--- src/rtl/ir_nec_rx.sv ---
// NEC infrared remote receiver: synchronise and deglitch the receiver output, time the
// low/high phases in microsecond ticks, decode 32-bit frames and repeat codes.
module ir_nec_rx #(
  parameter int CLK_FREQ_HZ       = 50_000_000,
  parameter int FILTER_LEN        = 8,
  parameter int EXT_ADDR          = 0,
  parameter int REPEAT_TIMEOUT_US = 120000,
  // Divides every pulse-window limit; 1 gives real NEC timing, larger values compress it.
  parameter int TIME_DIV          = 1
) (
  input  logic        sys_clk,
  input  logic        sys_rst,
  input  logic        remote_in,
  output logic [15:0] addr,
  output logic [7:0]  cmd,
  output logic        frame_valid,
  output logic        repeat_pulse,
  output logic [7:0]  repeat_cnt,
  output logic        held,
  output logic        frame_err,
  output logic        busy,
  output logic [2:0]  dbg_state
);

  localparam int DIV = CLK_FREQ_HZ / 1_000_000;
  localparam int PW  = (DIV > 1) ? $clog2(DIV) : 1;
  localparam logic [PW-1:0] PRESC_MAX = PW'(DIV - 1);
  localparam logic [7:0]  FILT_MAX   = 8'(FILTER_LEN - 1);
  localparam logic [16:0] RPT_MAX    = 17'(REPEAT_TIMEOUT_US);
  localparam logic [15:0] LEAD_MIN   = 16'(8000 / TIME_DIV);
  localparam logic [15:0] LEAD_MAX   = 16'(10000 / TIME_DIV);
  localparam logic [15:0] SPACE_MIN  = 16'(4000 / TIME_DIV);
  localparam logic [15:0] SPACE_MAX  = 16'(5000 / TIME_DIV);
  localparam logic [15:0] RSPACE_MIN = 16'(2000 / TIME_DIV);
  localparam logic [15:0] RSPACE_MAX = 16'(2500 / TIME_DIV);
  localparam logic [15:0] BIT_MIN    = 16'(400 / TIME_DIV);
  localparam logic [15:0] BIT_MAX    = 16'(700 / TIME_DIV);
  localparam logic [15:0] ONE_MIN    = 16'(1400 / TIME_DIV);
  localparam logic [15:0] ONE_MAX    = 16'(1900 / TIME_DIV);

  typedef enum logic [2:0] {
    IDLE      = 3'd0,
    LEAD_LOW  = 3'd1,
    LEAD_HIGH = 3'd2,
    BIT_LOW   = 3'd3,
    BIT_HIGH  = 3'd4,
    REP_LOW   = 3'd5,
    ERR_WAIT  = 3'd6
  } state_t;

  state_t        state_q;
  logic [1:0]    sync_q;
  logic          filt_q;
  logic          filt_prev_q;
  logic [7:0]    filt_cnt_q;
  logic [PW-1:0] presc_q;
  logic [15:0]   dur_q;
  logic [5:0]    bit_idx_q;
  logic [31:0]   shift_q;
  logic [15:0]   addr_q;
  logic [7:0]    cmd_q;
  logic          frame_valid_q;
  logic          repeat_pulse_q;
  logic          frame_err_q;
  logic [7:0]    repeat_cnt_q;
  logic          held_q;
  logic [16:0]   rpt_tmr_q;

  logic        tick;
  logic        f_edge;
  logic        rise;
  logic        fall;
  logic        frame_ok;
  logic [15:0] addr_d;
  logic [7:0]  repeat_cnt_d;

  function automatic logic in_win(input logic [15:0] d, input logic [15:0] lo,
                                  input logic [15:0] hi);
    return (d >= lo) && (d <= hi);
  endfunction

  assign tick   = (presc_q == PRESC_MAX);
  assign f_edge = filt_q ^ filt_prev_q;
  assign rise   = f_edge & filt_q;
  assign fall   = f_edge & ~filt_q;

  // shift_q holds the frame LSB first: byte0 in [7:0] up to byte3 in [31:24].
  assign frame_ok = (shift_q[31:24] == ~shift_q[23:16]) &&
                    ((EXT_ADDR != 0) || (shift_q[15:8] == ~shift_q[7:0]));
  assign addr_d       = (EXT_ADDR != 0) ? shift_q[15:0] : {8'h00, shift_q[7:0]};
  assign repeat_cnt_d = (repeat_cnt_q == 8'hFF) ? 8'hFF : repeat_cnt_q + 8'd1;

  always_ff @(posedge sys_clk) begin
    if (sys_rst) begin
      sync_q      <= 2'b11;
      filt_q      <= 1'b1;
      filt_prev_q <= 1'b1;
      filt_cnt_q  <= '0;
      presc_q     <= '0;
      dur_q       <= '0;
    end else begin
      sync_q      <= {sync_q[0], remote_in};
      filt_prev_q <= filt_q;
      if (sync_q[1] == filt_q) begin
        filt_cnt_q <= '0;
      end else if (filt_cnt_q == FILT_MAX) begin
        filt_q     <= sync_q[1];
        filt_cnt_q <= '0;
      end else begin
        filt_cnt_q <= filt_cnt_q + 8'd1;
      end
      presc_q <= tick ? '0 : presc_q + 1'b1;
      if (f_edge) dur_q <= '0;
      else if (tick && dur_q != 16'hFFFF) dur_q <= dur_q + 16'd1;
    end
  end

  always_ff @(posedge sys_clk) begin
    if (sys_rst) begin
      state_q        <= IDLE;
      bit_idx_q      <= '0;
      shift_q        <= '0;
      addr_q         <= '0;
      cmd_q          <= '0;
      frame_valid_q  <= 1'b0;
      repeat_pulse_q <= 1'b0;
      frame_err_q    <= 1'b0;
      repeat_cnt_q   <= '0;
      held_q         <= 1'b0;
      rpt_tmr_q      <= '0;
    end else begin
      frame_valid_q  <= 1'b0;
      repeat_pulse_q <= 1'b0;
      frame_err_q    <= 1'b0;
      // Window expiry first; a frame or repeat accepted below overrides it.
      if (held_q) begin
        if (rpt_tmr_q == RPT_MAX) begin
          held_q       <= 1'b0;
          repeat_cnt_q <= '0;
          rpt_tmr_q    <= '0;
        end else if (tick) begin
          rpt_tmr_q <= rpt_tmr_q + 17'd1;
        end
      end
      case (state_q)
        IDLE: if (fall) state_q <= LEAD_LOW;
        LEAD_LOW: begin
          if (rise) begin
            if (in_win(dur_q, LEAD_MIN, LEAD_MAX)) begin
              state_q <= LEAD_HIGH;
            end else begin
              frame_err_q <= 1'b1;
              state_q     <= ERR_WAIT;
            end
          end else if (dur_q > LEAD_MAX) begin
            frame_err_q <= 1'b1;
            state_q     <= ERR_WAIT;
          end
        end
        LEAD_HIGH: begin
          if (fall) begin
            if (in_win(dur_q, SPACE_MIN, SPACE_MAX)) begin
              bit_idx_q <= '0;
              state_q   <= BIT_LOW;
            end else if (in_win(dur_q, RSPACE_MIN, RSPACE_MAX)) begin
              state_q <= REP_LOW;
            end else begin
              frame_err_q <= 1'b1;
              state_q     <= ERR_WAIT;
            end
          end else if (dur_q > SPACE_MAX) begin
            frame_err_q <= 1'b1;
            state_q     <= IDLE;
          end
        end
        BIT_LOW: begin
          if (rise) begin
            if (!in_win(dur_q, BIT_MIN, BIT_MAX)) begin
              frame_err_q <= 1'b1;
              state_q     <= IDLE;
            end else if (bit_idx_q == 6'd32) begin
              if (frame_ok) begin
                addr_q        <= addr_d;
                cmd_q         <= shift_q[23:16];
                frame_valid_q <= 1'b1;
                repeat_cnt_q  <= '0;
                held_q        <= 1'b1;
                rpt_tmr_q     <= '0;
              end else begin
                frame_err_q <= 1'b1;
              end
              state_q <= IDLE;
            end else begin
              state_q <= BIT_HIGH;
            end
          end else if (dur_q > BIT_MAX) begin
            frame_err_q <= 1'b1;
            state_q     <= ERR_WAIT;
          end
        end
        BIT_HIGH: begin
          if (fall) begin
            if (in_win(dur_q, BIT_MIN, BIT_MAX) || in_win(dur_q, ONE_MIN, ONE_MAX)) begin
              shift_q   <= {in_win(dur_q, ONE_MIN, ONE_MAX), shift_q[31:1]};
              bit_idx_q <= bit_idx_q + 6'd1;
              state_q   <= BIT_LOW;
            end else begin
              frame_err_q <= 1'b1;
              state_q     <= ERR_WAIT;
            end
          end else if (dur_q > ONE_MAX) begin
            frame_err_q <= 1'b1;
            state_q     <= IDLE;
          end
        end
        REP_LOW: begin
          if (rise) begin
            if (in_win(dur_q, BIT_MIN, BIT_MAX)) begin
              // A repeat with no open window is ignored without complaint.
              if (held_q) begin
                repeat_pulse_q <= 1'b1;
                repeat_cnt_q   <= repeat_cnt_d;
                held_q         <= 1'b1;
                rpt_tmr_q      <= '0;
              end
            end else begin
              frame_err_q <= 1'b1;
            end
            state_q <= IDLE;
          end else if (dur_q > BIT_MAX) begin
            frame_err_q <= 1'b1;
            state_q     <= ERR_WAIT;
          end
        end
        ERR_WAIT: if (filt_q) state_q <= IDLE;
        default:  state_q <= IDLE;
      endcase
    end
  end

  assign addr         = addr_q;
  assign cmd          = cmd_q;
  assign frame_valid  = frame_valid_q;
  assign repeat_pulse = repeat_pulse_q;
  assign repeat_cnt   = repeat_cnt_q;
  assign held         = held_q;
  assign frame_err    = frame_err_q;
  assign busy         = (state_q != IDLE);
  assign dbg_state    = state_q;

endmodule

--- config.mk ---
export PLATFORM = sky130hd
export DESIGN_NAME = ir_nec_rx
export DESIGN_NICKNAME = d
export VERILOG_FILES = /design/src/rtl/ir_nec_rx.sv
export SDC_FILE = /design/constraint.sdc
export NUM_CORES = 1
export LEC_CHECK = 0
export BUFFER_PORTS_ARGS = -buffer_cell sky130_fd_sc_hd__clkbuf_2
export CAP_MARGIN = 5
export CELL_PAD_IN_SITES_DETAIL_PLACEMENT = 0
export CELL_PAD_IN_SITES_GLOBAL_PLACEMENT = 1
export CORE_MARGIN = 2
export CORE_UTILIZATION = 47
export CTS_BUF_LIST = sky130_fd_sc_hd__clkbuf_8
export DETAILED_ROUTE_END_ITERATION = 10
export PLACE_DENSITY_LB_ADDON = 0.1
export SLEW_MARGIN = 15
export SYNTH_ARGS = -nofsm -noshare
export SYNTH_HDL_FRONTEND = slang
export SYNTH_SLANG_ARGS = --single-unit
--- constraint.sdc ---
create_clock -name sys_clk -period 2.8 [get_ports sys_clk]
set_input_delay 0.42 -clock sys_clk [delete_from_list [all_inputs] [get_ports sys_clk]]
set_output_delay 0.42 -clock sys_clk [all_outputs]
set_load 0.02 [all_outputs]
# == Yosys cells after proc, flatten, opt, wreduce, memory -nomap -nowiden ==
# Cells that the tools add are included.
# totals
ff_bits,120
in_bits,3
output_inout_bits,40
elab_cells,169
# classes
addsub,6
order_cmp,14
eq_ne,24
mux,75
n_bitwise,12
n_reduce_logical,21
# op_table
cell,n
$mux W17,10
$mux W8,10
$mux W3,16
$pmux W17 S2,1
$ge A16 B11 Y1 const B,2
$mux W1,28
$mux W6,4
$pmux W3 S7,1
$add A17 B1 Y17 const B,1
$eq A17 B17 Y1 const B,1
$add A16 B1 Y16 const B,1
$add A8 B1 Y8 const B,2
$eq A8 B8 Y1,2
$ge A16 B12 Y1 const B,1
$ge A16 B13 Y1 const B,1
$ge A16 B9 Y1 const B,1
$gt A16 B10 Y1 const B,1
$gt A16 B11 Y1 const B,1
$gt A16 B13 Y1 const B,1
$gt A16 B14 Y1 const B,1
$le A16 B10 Y1 const B,1
$le A16 B11 Y1 const B,1
$le A16 B12 Y1 const B,1
$le A16 B13 Y1 const B,1
33 further kinds,62

# == Depth between registers and ports, before layout ==
# Gate-level depths: netlist of the first run.
# depth
ltp_word,9
ltp_mapped,10
depth_no_buf,9

# == Least setup slack after synthesis of the first run ==
# OpenSTA, ideal clock, no wires.
# synth_timing
path_kind,register to register
start,reg dur_q[12]
end,reg bit_idx_q[5]
setup_ns,0.071
arrival_ns,2.373
t_required_ns,2.729
slack_ns,0.356
stages_incl_launch_ff,10
n_path_buf,2
period_less_slack_ns,2.444
path_cell_list,dfxtp_1 > buf_6 > or4_4 > buf_6 > nor4_4 > a21oi_2 > o21a_4 > nor4b_4 > mux2_1 > a21oi_1
# synth_via
elab_chain_cells,5
word_cells_on_any_way,13
cone_classes,6 x order compare; 2 x eq/ne; 5 x reduce/logical
# synth_rtl
item,line,rtl
start: declaration,57,logic [15:0] dur_q;
start signal: assignment,114,else if (tick && dur_q != 16'hFFFF) dur_q <= dur_q + 16'd1;
$ge A16 B9 Y1 (tied with other cells),79,return (d >= lo) && (d <= hi);
$logic_and A1 B1 Y1,79,
$logic_or A1 B1 Y1,203,"if (in_win(dur_q, BIT_MIN, BIT_MAX) || in_win(dur_q, ONE_MIN, ONE_MAX)) begin"
$ne A2 B2 Y1 (no source line),n/a,
$reduce_and A5 Y1 (no source line) (*),n/a,
end signal: assignment,205,bit_idx_q <= bit_idx_q + 6'd1;
end: declaration,58,logic [5:0] bit_idx_q;
# Every way passes the cells marked *; elsewhere a longest branch is shown, timed or not.
# A chain may end at the register's enable or synchronous reset.

# == Worst setup path after layout of the first run ==
# layout_timing
start,reg dur_q[13]
end,reg frame_err_q (netlist: frame_err)
# layout_via
elab_chain_cells,6
word_cells_on_any_way,36
cone_classes,14 x order compare; 16 x mux; 6 x reduce/logical
# layout_rtl
item,line,rtl
$ge A16 B11 Y1 (tied with other cells),79,
$logic_and A1 B1 Y1,79,
$mux W1 or $logic_or A1 B1 Y1 (tied branches),"165, 203",
$mux W1 (on tied branches),"162, 203",
$mux W1 (on tied branches),"161, 202",
$pmux W1 S5 (*),145,case (state_q)
end signal: assignment,152,frame_err_q <= 1'b1;
end signal: assignment,168,frame_err_q <= 1'b1;
end signal: assignment,172,frame_err_q <= 1'b1;
end: declaration,64,logic frame_err_q;
# Marks and branches as above.

==> impl_metrics.xml, run 1 <==
<?xml version="1.0" encoding="UTF-8"?>
<metrics>
  <group name="die">
    <metric name="die_height" unit="um">119.5</metric>
    <metric name="ports" unit="">43</metric>
    <metric name="row_count" unit="">42</metric>
    <metric name="die_area" unit="um^2">14280</metric>
    <metric name="starting_density" unit="%">47.71</metric>
    <metric name="die_width" unit="um">119.5</metric>
    <metric name="core" unit="um^2">13140</metric>
  </group>
  <group name="yosys">
    <metric name="dominantRegCellSynth" unit="">sky130_fd_sc_hd__dfxtp_1</metric>
    <metric name="ys_seq_area_share" unit="%">38.32</metric>
    <metric name="post_synth_instance_area" unit="um^2">6269</metric>
    <metric name="library_cell_with_the_highest_instance_count_after_synthesis" unit="">sky130_fd_sc_hd__dfxtp_1</metric>
    <metric name="synth.top_cell.area_share" unit="%">38.32</metric>
    <metric name="commonest_cells_in_the_netlist" unit="">120 x sky130_fd_sc_hd__dfxtp_1, 111 x sky130_fd_sc_hd__nand2_1, 78 x sky130_fd_sc_hd__nor2_1</metric>
    <metric name="netlist.top_cell.by_area" unit="">sky130_fd_sc_hd__dfxtp_1</metric>
    <metric name="synth_seq_cells" unit="">120</metric>
    <metric name="yosys-top-cells-area" unit="">sky130_fd_sc_hd__dfxtp_1 38%, sky130_fd_sc_hd__nand2_1 6.6%, sky130_fd_sc_hd__a21oi_1 5.0%, sky130_fd_sc_hd__nor2_1 4.7%, sky130_fd_sc_hd__xor2_1 3.9%</metric>
    <metric name="async_flop_share" unit="%">0</metric>
    <metric name="number_of_synthesis_warnings" unit="">0</metric>
    <metric name="number_of_enable_flip_flop_cells_after_synthesis" unit="">0</metric>
    <metric name="synthCells" unit="">772</metric>
    <metric name="yosys.cell_types.count" unit="">77</metric>
    <metric name="synth_area_per_cell" unit="um^2">8.120</metric>
  </group>
  <group name="grt">
    <metric name="grt_start_max_net_pins" unit="">73</metric>
    <metric name="grt_pass1_vias" unit="">5076</metric>
    <metric name="grt_overflow" unit="">0</metric>
    <metric name="grt_first_pass_wirelength" unit="mm">25.08</metric>
    <metric name="groute.usage.overall" unit="%">21.72</metric>
    <metric name="grt_antenna_before_repair" unit="">0</metric>
  </group>
  <group name="power_and_ir_drop">
    <metric name="p_leak" unit="nW">2.726</metric>
    <metric name="power.density" unit="nW/um^2">476.0</metric>
    <metric name="worst_ir_drop_vdd" unit="mV">0.4515</metric>
  </group>
  <group name="sta">
    <metric name="period_needed" unit="ns">2.623</metric>
    <metric name="achievable-frequency" unit="MHz">381.3</metric>
    <metric name="worst_hold_slack" unit="ns">0.1586</metric>
    <metric name="maxSlewHeadroom" unit="%">48.97</metric>
    <metric name="layout_worst_path_cycle_share" unit="%">93.66</metric>
    <metric name="final_report_setup_violation_count" unit="">0</metric>
    <metric name="hold_violations" unit="">0</metric>
    <metric name="setup_slack" unit="ns">0.1774</metric>
    <metric name="fin_tns_setup" unit="ns">0</metric>
    <metric name="report.final.slew_viol_count" unit="">0</metric>
    <metric name="rsz0062_at_grt" unit="">false</metric>
    <metric name="worst_max_slew_pin_slew" unit="ns">0.7654</metric>
    <metric name="worst_clock_skew" unit="ns">0.01043</metric>
  </group>
  <group name="setup_path">
    <metric name="worstPathMaxFanout" unit="">11</metric>
    <metric name="worstSetupPathType" unit="">flop to flop</metric>
    <metric name="timing.critical_path.from_type" unit="">flop</metric>
    <metric name="arrival" unit="ns">2.96</metric>
    <metric name="worst_setup_path_end_kind" unit="">flop</metric>
    <metric name="crit_path_cell_trace" unit="">or4b_2, nor4_1, o32ai_1, a31oi_1, and4_1, a221oi_1, o21a_1</metric>
    <metric name="max_stage_delay" unit="ns">0.62</metric>
    <metric name="worst_ep_required_time" unit="ns">3.14</metric>
    <metric name="timing.critical_path.slowest_stage_cell" unit="">sky130_fd_sc_hd__or4b_2</metric>
  </group>
  <group name="clock_tree">
    <metric name="cts_made_buffers" unit="">17</metric>
    <metric name="post_cts_hold_buffers" unit="">0</metric>
    <metric name="cts_tree" unit="">done</metric>
    <metric name="clock_pin_slew_reported_for_the_worst_setup_and_hold_paths_after_clock_tree_synthesis" unit="ns">0.07</metric>
    <metric name="clock-root-buffer" unit="">sky130_fd_sc_hd__clkbuf_8</metric>
    <metric name="h-tree-depth" unit="">4</metric>
    <metric name="cts.sink_count" unit="">120</metric>
    <metric name="worstSkewPairLatency" unit="ns">0.44</metric>
    <metric name="clock_path_buffers" unit="">2</metric>
  </group>
  <group name="place">
    <metric name="hpwl_detailed" unit="mm">10.54</metric>
    <metric name="buffer_ports.inserted" unit="">34</metric>
    <metric name="placement.cell_area" unit="um^2">6649</metric>
    <metric name="gpl.final_weighted_congestion" unit="">0.9199</metric>
    <metric name="place_inst" unit="">966</metric>
    <metric name="dpl_worst_slack" unit="ns">0.2256</metric>
  </group>
  <group name="hold_path">
    <metric name="min-delay-path-class" unit="">primary input to flop</metric>
  </group>
  <group name="drt">
    <metric name="viasPerCell" unit="">5.582</metric>
    <metric name="drt_initial_violations" unit="">401</metric>
    <metric name="ant_nets" unit="">0</metric>
    <metric name="drc" unit="">0</metric>
    <metric name="wirelength" unit="mm">14.86</metric>
    <metric name="post_drt_wl_per_cell" unit="um">14.90</metric>
    <metric name="drtPass1Iterations" unit="">5</metric>
    <metric name="dr_total_vias" unit="">5565</metric>
  </group>
  <group name="final_layout">
    <metric name="layout-area-overhead-vs-synth" unit="%">12.06</metric>
    <metric name="final_layout_size_suffix_gt1_share" unit="%">14.74</metric>
    <metric name="number_of_inserted_diodes" unit="">0</metric>
    <metric name="n_fill_cell" unit="">1284</metric>
    <metric name="finish.instance_area" unit="um^2">7024</metric>
    <metric name="number_of_nets_in_the_layout" unit="">824</metric>
    <metric name="layoutNonFillerInstCount" unit="">997</metric>
  </group>
  <group name="job">
    <metric name="number_of_max_cap_violations" unit="">0</metric>
  </group>
  <group name="run_status">
    <metric name="run_status" unit="">finished, final reports clean</metric>
  </group>
</metrics>
## layout make-up
cell class	instances	area, um^2	area share [%]
multi-input combinational	586	3551	50.55
sequential	120	2402	34.20
timing repair buffer	63	400.4	5.700
inverter	21	78.83	1.122
tap	176	220.2	3.135
clock inverter	13	123.9	1.763
clock buffer	18	247.7	3.527
## power by group
group / switching, mW / internal, mW
clock: 0.745 / 0.724
sequential: 0.00945 / 1.72
combinational: 0.101 / 0.0480
## cells by family after synthesis
kind of cell	after synthesis	share of synthesized area (%)
AO/OA/AOI/OAI	158	16.53
XOR/XNOR	42	5.868
adder cells (fa/ha/maj)	12	2.395
buffers and inverters	73	5.509
flip-flops	120	38.32
multiplexers	19	3.054
other	1	0.05982
AND/OR/NAND/NOR	347	28.26
## worst max-delay path: cells and delay by family, from the launching register on
kind | cells | cell delay [ns]
AOI/OAI and AO/OA | 4 | 0.58
DFF | 1 | 0.52
and+or+nand+nor | 3 | 1.41
## metal layers
layer	up-vias	track usage [%]	wire length [um]	part of all wire, %
met3	24	5.556	573	3.9
met2	132	33.21	6960	47
met4	0	8.309	290	2.0
met1	2608	29.39	7036	47
li1	2801	-	-	-
met5	-	0	0	0
## cells in the final DEF, fill, tap and decap left out, types with 12 or more instances in the layout
cell                       instances
sky130_fd_sc_hd__xor2_1           28
sky130_fd_sc_hd__mux2i_1          18
sky130_fd_sc_hd__xnor2_1          14
sky130_fd_sc_hd__ha_1             12
sky130_fd_sc_hd__dfxtp_1         120
sky130_fd_sc_hd__clkbuf_8         18
sky130_fd_sc_hd__inv_1            22
sky130_fd_sc_hd__nand2_1         111
sky130_fd_sc_hd__nand3_1          35
sky130_fd_sc_hd__clkbuf_2         34
sky130_fd_sc_hd__o21ai_0          29
sky130_fd_sc_hd__buf_4            28
sky130_fd_sc_hd__nor2_1           78
sky130_fd_sc_hd__nor3_1           20
sky130_fd_sc_hd__a21oi_1          61
sky130_fd_sc_hd__nand4_1          18
## state kept, by name, indices dropped and copies added (netlist names), 6 cells and up
signal	cells
addr	8
bit_idx_q	6
cmd	8
dur_q	16
filt_cnt_q	8
presc_q	6
repeat_cnt	8
rpt_tmr_q	17
shift_q	32
## path summary, 6_finish.rpt
check | end | startpoint | slack [ns] | depth (start not counted)
max | frame_err$_SDFF_PP0_ | dur_q[13]$_SDFFE_PP0P_ | 0.18 | 7
min | sync_q[0]$_SDFF_PP1_ | remote_in | 0.16 | 2
max reg2reg | frame_err$_SDFF_PP0_ | dur_q[13]$_SDFFE_PP0P_ | 0.18 | 7
min reg2reg | sync_q[1]$_SDFF_PP1_ | sync_q[0]$_SDFF_PP1_ | 0.43 | 1
## stage by stage
| step | util, % | total power, mW |
|---|---|---|
| after floorplan | - | 1.880 |
| after global placement | 50.61 | 1.911 |
| after detailed placement | 50.61 | 1.912 |
| after CTS | 53.44 | 3.393 |
| after global routing | 53.47 | 3.494 |
| final | 53.47 | 3.343 |
## repair_timing
item / 4_1_cts / 5_1_grt
hold endpoints to repair: 0 / 0
setup endpoints to repair: 0 / 2
resized for setup: 0 / 1
setup buffers: 0 / 0
(Power assumes the default switching activity.)
==> run 2, diff against run 1 <==
--- a/config.mk
+++ b/config.mk
@@ -10,10 +10,11 @@
 export CELL_PAD_IN_SITES_DETAIL_PLACEMENT = 0
 export CELL_PAD_IN_SITES_GLOBAL_PLACEMENT = 1
 export CORE_MARGIN = 2
-export CORE_UTILIZATION = 47
+export CORE_UTILIZATION = 43
 export CTS_BUF_LIST = sky130_fd_sc_hd__clkbuf_8
 export DETAILED_ROUTE_END_ITERATION = 10
 export PLACE_DENSITY_LB_ADDON = 0.1
+export SKIP_CTS_REPAIR_TIMING = 1
 export SLEW_MARGIN = 15
 export SYNTH_ARGS = -nofsm -noshare
 export SYNTH_HDL_FRONTEND = slang
==> constraint.sdc (replaced) <==
create_clock -name sys_clk -period 2.14 [get_ports sys_clk]
set_input_delay 0.321 -clock sys_clk [delete_from_list [all_inputs] [get_ports sys_clk]]
set_output_delay 0.321 -clock sys_clk [all_outputs]
set_load 0.02 [all_outputs]
==> run 2 against run 1 <==
  * Critical path depth fell by 1
  * Combinational power increased by 61%
  * Clock-buffer cell count is the same
  * Worst hold slack worse by 0.098 ns
  * Maximum frequency is 14% higher
  * Via count increased by 12%
  * Clock power rose by 29%
  * Clock skew fell by 0.0021 ns
  * Core utilization is 9.6 points higher
  * The flow now finishes with violations (negative setup slack)
  * Critical endpoint is now bit_idx_q[5]$_SDFFE_PP0P_
  * Sequential power rose by 31%
  * Non-clock buffer count up 160
==> impl_metrics.xml, run 2 (synthesis gave the netlist of run 1 again) <==
<?xml version="1.0" encoding="UTF-8"?>
<metrics>
  <group name="setup_path">
    <metric name="crit_path_cell_trace" unit="">or4_4, o311a_4, o21a_4, nor4b_4, mux2_4, a21oi_2</metric>
    <metric name="worst_setup_path_end_kind" unit="">flop</metric>
    <metric name="arrival" unit="ns">2.69</metric>
    <metric name="r2r.worst_path.cells" unit="">6</metric>
    <metric name="worst_ep_required_time" unit="ns">2.53</metric>
    <metric name="r2r_start" unit="">dur_q[12]$_SDFFE_PP0P_</metric>
    <metric name="worstPathMaxFanout" unit="">6</metric>
    <metric name="worst_r2r_dst" unit="">bit_idx_q[5]$_SDFFE_PP0P_</metric>
    <metric name="worst-r2r-setup-slack" unit="ns">-0.17</metric>
    <metric name="timing.critical_path.slowest_stage_cell" unit="">sky130_fd_sc_hd__or4_4</metric>
    <metric name="critPathTopFamily" unit="">simple AND/OR/NAND/NOR gates</metric>
    <metric name="max_stage_delay" unit="ns">0.59</metric>
    <metric name="worstSetupPathType" unit="">flop to flop</metric>
    <metric name="timing.critical_path.buf_inv" unit="">0</metric>
    <metric name="timing.critical_path.from_type" unit="">flop</metric>
  </group>
  <group name="power_and_ir_drop">
    <metric name="power.density" unit="nW/um^2">483.9</metric>
    <metric name="internal-power" unit="mW">3.264</metric>
    <metric name="switching_share" unit="%">25.54</metric>
    <metric name="total_switching_power" unit="mW">1.120</metric>
    <metric name="worst_ir_drop_vdd" unit="mV">0.4080</metric>
    <metric name="power_frac_seq" unit="%">51.4</metric>
    <metric name="p_comb_share" unit="%">5.5</metric>
    <metric name="report.power.total" unit="mW">4.384</metric>
    <metric name="p_leak" unit="nW">4.052</metric>
    <metric name="power.clock.fraction" unit="%">43.1</metric>
  </group>
  <group name="sta">
    <metric name="final_report_setup_violation_count" unit="">54</metric>
    <metric name="worst_max_slew_pin_slew" unit="ns">0.6445</metric>
    <metric name="hold_violations" unit="">0</metric>
    <metric name="achievable-frequency" unit="MHz">433.6</metric>
    <metric name="maxSlewHeadroom" unit="%">57.03</metric>
    <metric name="worst_clock_skew" unit="ns">0.008338</metric>
    <metric name="period_needed" unit="ns">2.306</metric>
    <metric name="report.final.slew_viol_count" unit="">0</metric>
    <metric name="layout_worst_path_cycle_share" unit="%">107.8</metric>
    <metric name="rsz0062_at_grt" unit="">true</metric>
    <metric name="setup_slack" unit="ns">-0.1664</metric>
  </group>
  <group name="hold_path">
    <metric name="holdPathEnd" unit="">sync_q[0]$_SDFF_PP1_</metric>
    <metric name="min-delay-path-class" unit="">primary input to flop</metric>
    <metric name="depth_of_the_worst_hold_timing_path" unit="">2</metric>
    <metric name="hold_path.startpoint" unit="">remote_in</metric>
  </group>
  <group name="final_layout">
    <metric name="biggestRegsByFlops" unit="">shift_q x32, rpt_tmr_q x17, dur_q x16</metric>
    <metric name="layout-area-overhead-vs-synth" unit="%">44.55</metric>
    <metric name="number_of_nets_in_the_layout" unit="">984</metric>
    <metric name="number_of_inserted_diodes" unit="">0</metric>
    <metric name="mostFrequentLayoutCell" unit="">sky130_fd_sc_hd__buf_4</metric>
    <metric name="max_flop_register" unit="">shift_q</metric>
    <metric name="layout_common_cells" unit="">170 x sky130_fd_sc_hd__buf_4, 103 x sky130_fd_sc_hd__dfxtp_1, 78 x sky130_fd_sc_hd__nand2_1</metric>
    <metric name="final_layout_size_suffix_gt1_share" unit="%">41.55</metric>
    <metric name="largest_reg_flops" unit="">32</metric>
  </group>
  <group name="drt">
    <metric name="drt_initial_violations" unit="">336</metric>
    <metric name="ant_nets" unit="">0</metric>
    <metric name="viasPerCell" unit="">5.358</metric>
    <metric name="dr_total_vias" unit="">6247</metric>
    <metric name="drtPass1Iterations" unit="">5</metric>
    <metric name="drc" unit="">0</metric>
    <metric name="post_drt_wl_per_cell" unit="um">15.28</metric>
    <metric name="wirelength" unit="mm">17.82</metric>
  </group>
  <group name="die">
    <metric name="die_height" unit="um">124.7</metric>
    <metric name="die_area" unit="um^2">15560</metric>
    <metric name="row_count" unit="">44</metric>
    <metric name="core" unit="um^2">14370</metric>
    <metric name="ports" unit="">43</metric>
    <metric name="die_width" unit="um">124.7</metric>
    <metric name="starting_density" unit="%">43.63</metric>
  </group>
  <group name="run_status">
    <metric name="run_status" unit="">complete, but fails checks</metric>
    <metric name="failed_checks" unit="">negative setup slack</metric>
  </group>
  <group name="grt">
    <metric name="grt_antenna_before_repair" unit="">0</metric>
    <metric name="grt_start_max_net_pins" unit="">51</metric>
    <metric name="grt_overflow" unit="">0</metric>
    <metric name="grt_pass1_vias" unit="">5820</metric>
    <metric name="grt_first_pass_wirelength" unit="mm">27.95</metric>
    <metric name="groute.usage.overall" unit="%">21.74</metric>
  </group>
  <group name="job">
    <metric name="number_of_max_cap_violations" unit="">0</metric>
  </group>
  <group name="clock_tree">
    <metric name="h-tree-depth" unit="">4</metric>
    <metric name="clock_path_buffers" unit="">2</metric>
    <metric name="clock-root-buffer" unit="">sky130_fd_sc_hd__clkbuf_8</metric>
    <metric name="cts_made_buffers" unit="">17</metric>
    <metric name="cts_tree" unit="">done</metric>
    <metric name="worstSkewPairLatency" unit="ns">0.45</metric>
    <metric name="cts.sink_count" unit="">120</metric>
    <metric name="clock_pin_slew_reported_for_the_worst_setup_and_hold_paths_after_clock_tree_synthesis" unit="ns">0.07</metric>
  </group>
  <group name="place">
    <metric name="buffer_ports.inserted" unit="">34</metric>
    <metric name="hpwl_detailed" unit="mm">12.17</metric>
    <metric name="gpl.final_weighted_congestion" unit="">0.9185</metric>
    <metric name="dpl_worst_slack" unit="ns">-0.2808</metric>
  </group>
</metrics>
## run 2: area by class of cell
cell class / instances / area [um^2]
Tap cell: 184 / 230.2
Clock inverter: 14 / 111.4
Sequential cell: 120 / 2429
Timing Repair Buffer: 223 / 1730
Clock buffer: 18 / 247.7
Inverter: 21 / 78.83
Multi-Input combinational cell: 586 / 4234
Fill cell: 1256 / 5308
## run 2: how the worst max path moves through the flow
stage                                   start                         to  slack, ns  cells after the start
floorplan              dur_q[12]$_SDFFE_PP0P_  bit_idx_q[5]$_SDFFE_PP0P_      -0.18                      8
global placement    bit_idx_q[0]$_SDFFE_PP0P_    rpt_tmr_q[2]$_SDFF_PP0_      -0.22                     11
detailed placement  bit_idx_q[0]$_SDFFE_PP0P_   rpt_tmr_q[13]$_SDFF_PP0_      -0.28                     11
CTS                 bit_idx_q[0]$_SDFFE_PP0P_    rpt_tmr_q[2]$_SDFF_PP0_      -0.30                     11
global route            dur_q[8]$_SDFFE_PP0P_       frame_err$_SDFF_PP0_      -0.24                      9
finish                 dur_q[12]$_SDFFE_PP0P_  bit_idx_q[5]$_SDFFE_PP0P_      -0.17                      6
## run 2: routing by layer
metal  routed length, um  global-route usage (%)  vias up
met5                   0                       0        -
li1                    -                       -     3118
met4                 306                   7.601        0
met2                8992                   36.32      112
met3                 519                   4.467       22
met1                8004                   27.89     2995
## run 2: power groups by stage
stage	combinational (mW)	clock, mW	sequential [mW]
after global placement	0.222	0	2.31
final	0.240	1.89	2.26
after floorplan	0.148	0	2.31
after CTS	0.224	1.96	2.26
after detailed placement	0.223	0	2.31
after global routing	0.263	2.04	2.26
## run 2: stage by stage
stage | hold slack [ns] | TNS, ns | utilization [%] | instance area (um^2) | std cells
5_1_grt | 0.04388 | -10.15 | 63.06 | 9061 | 1166
3_3_place_gp | 0.4055 | -6.292 | 53.71 | 7717 | 1106
4_1_cts | 0.04278 | -10.25 | 56.21 | 8077 | 1138
3_5_place_dp | 0.3948 | -8.165 | 53.71 | 7717 | 1106
6_report | 0.06082 | -5.525 | 63.06 | 9061 | 1166
2_1_floorplan | 0.3895 | -0.4334 | - | 6371 | 779
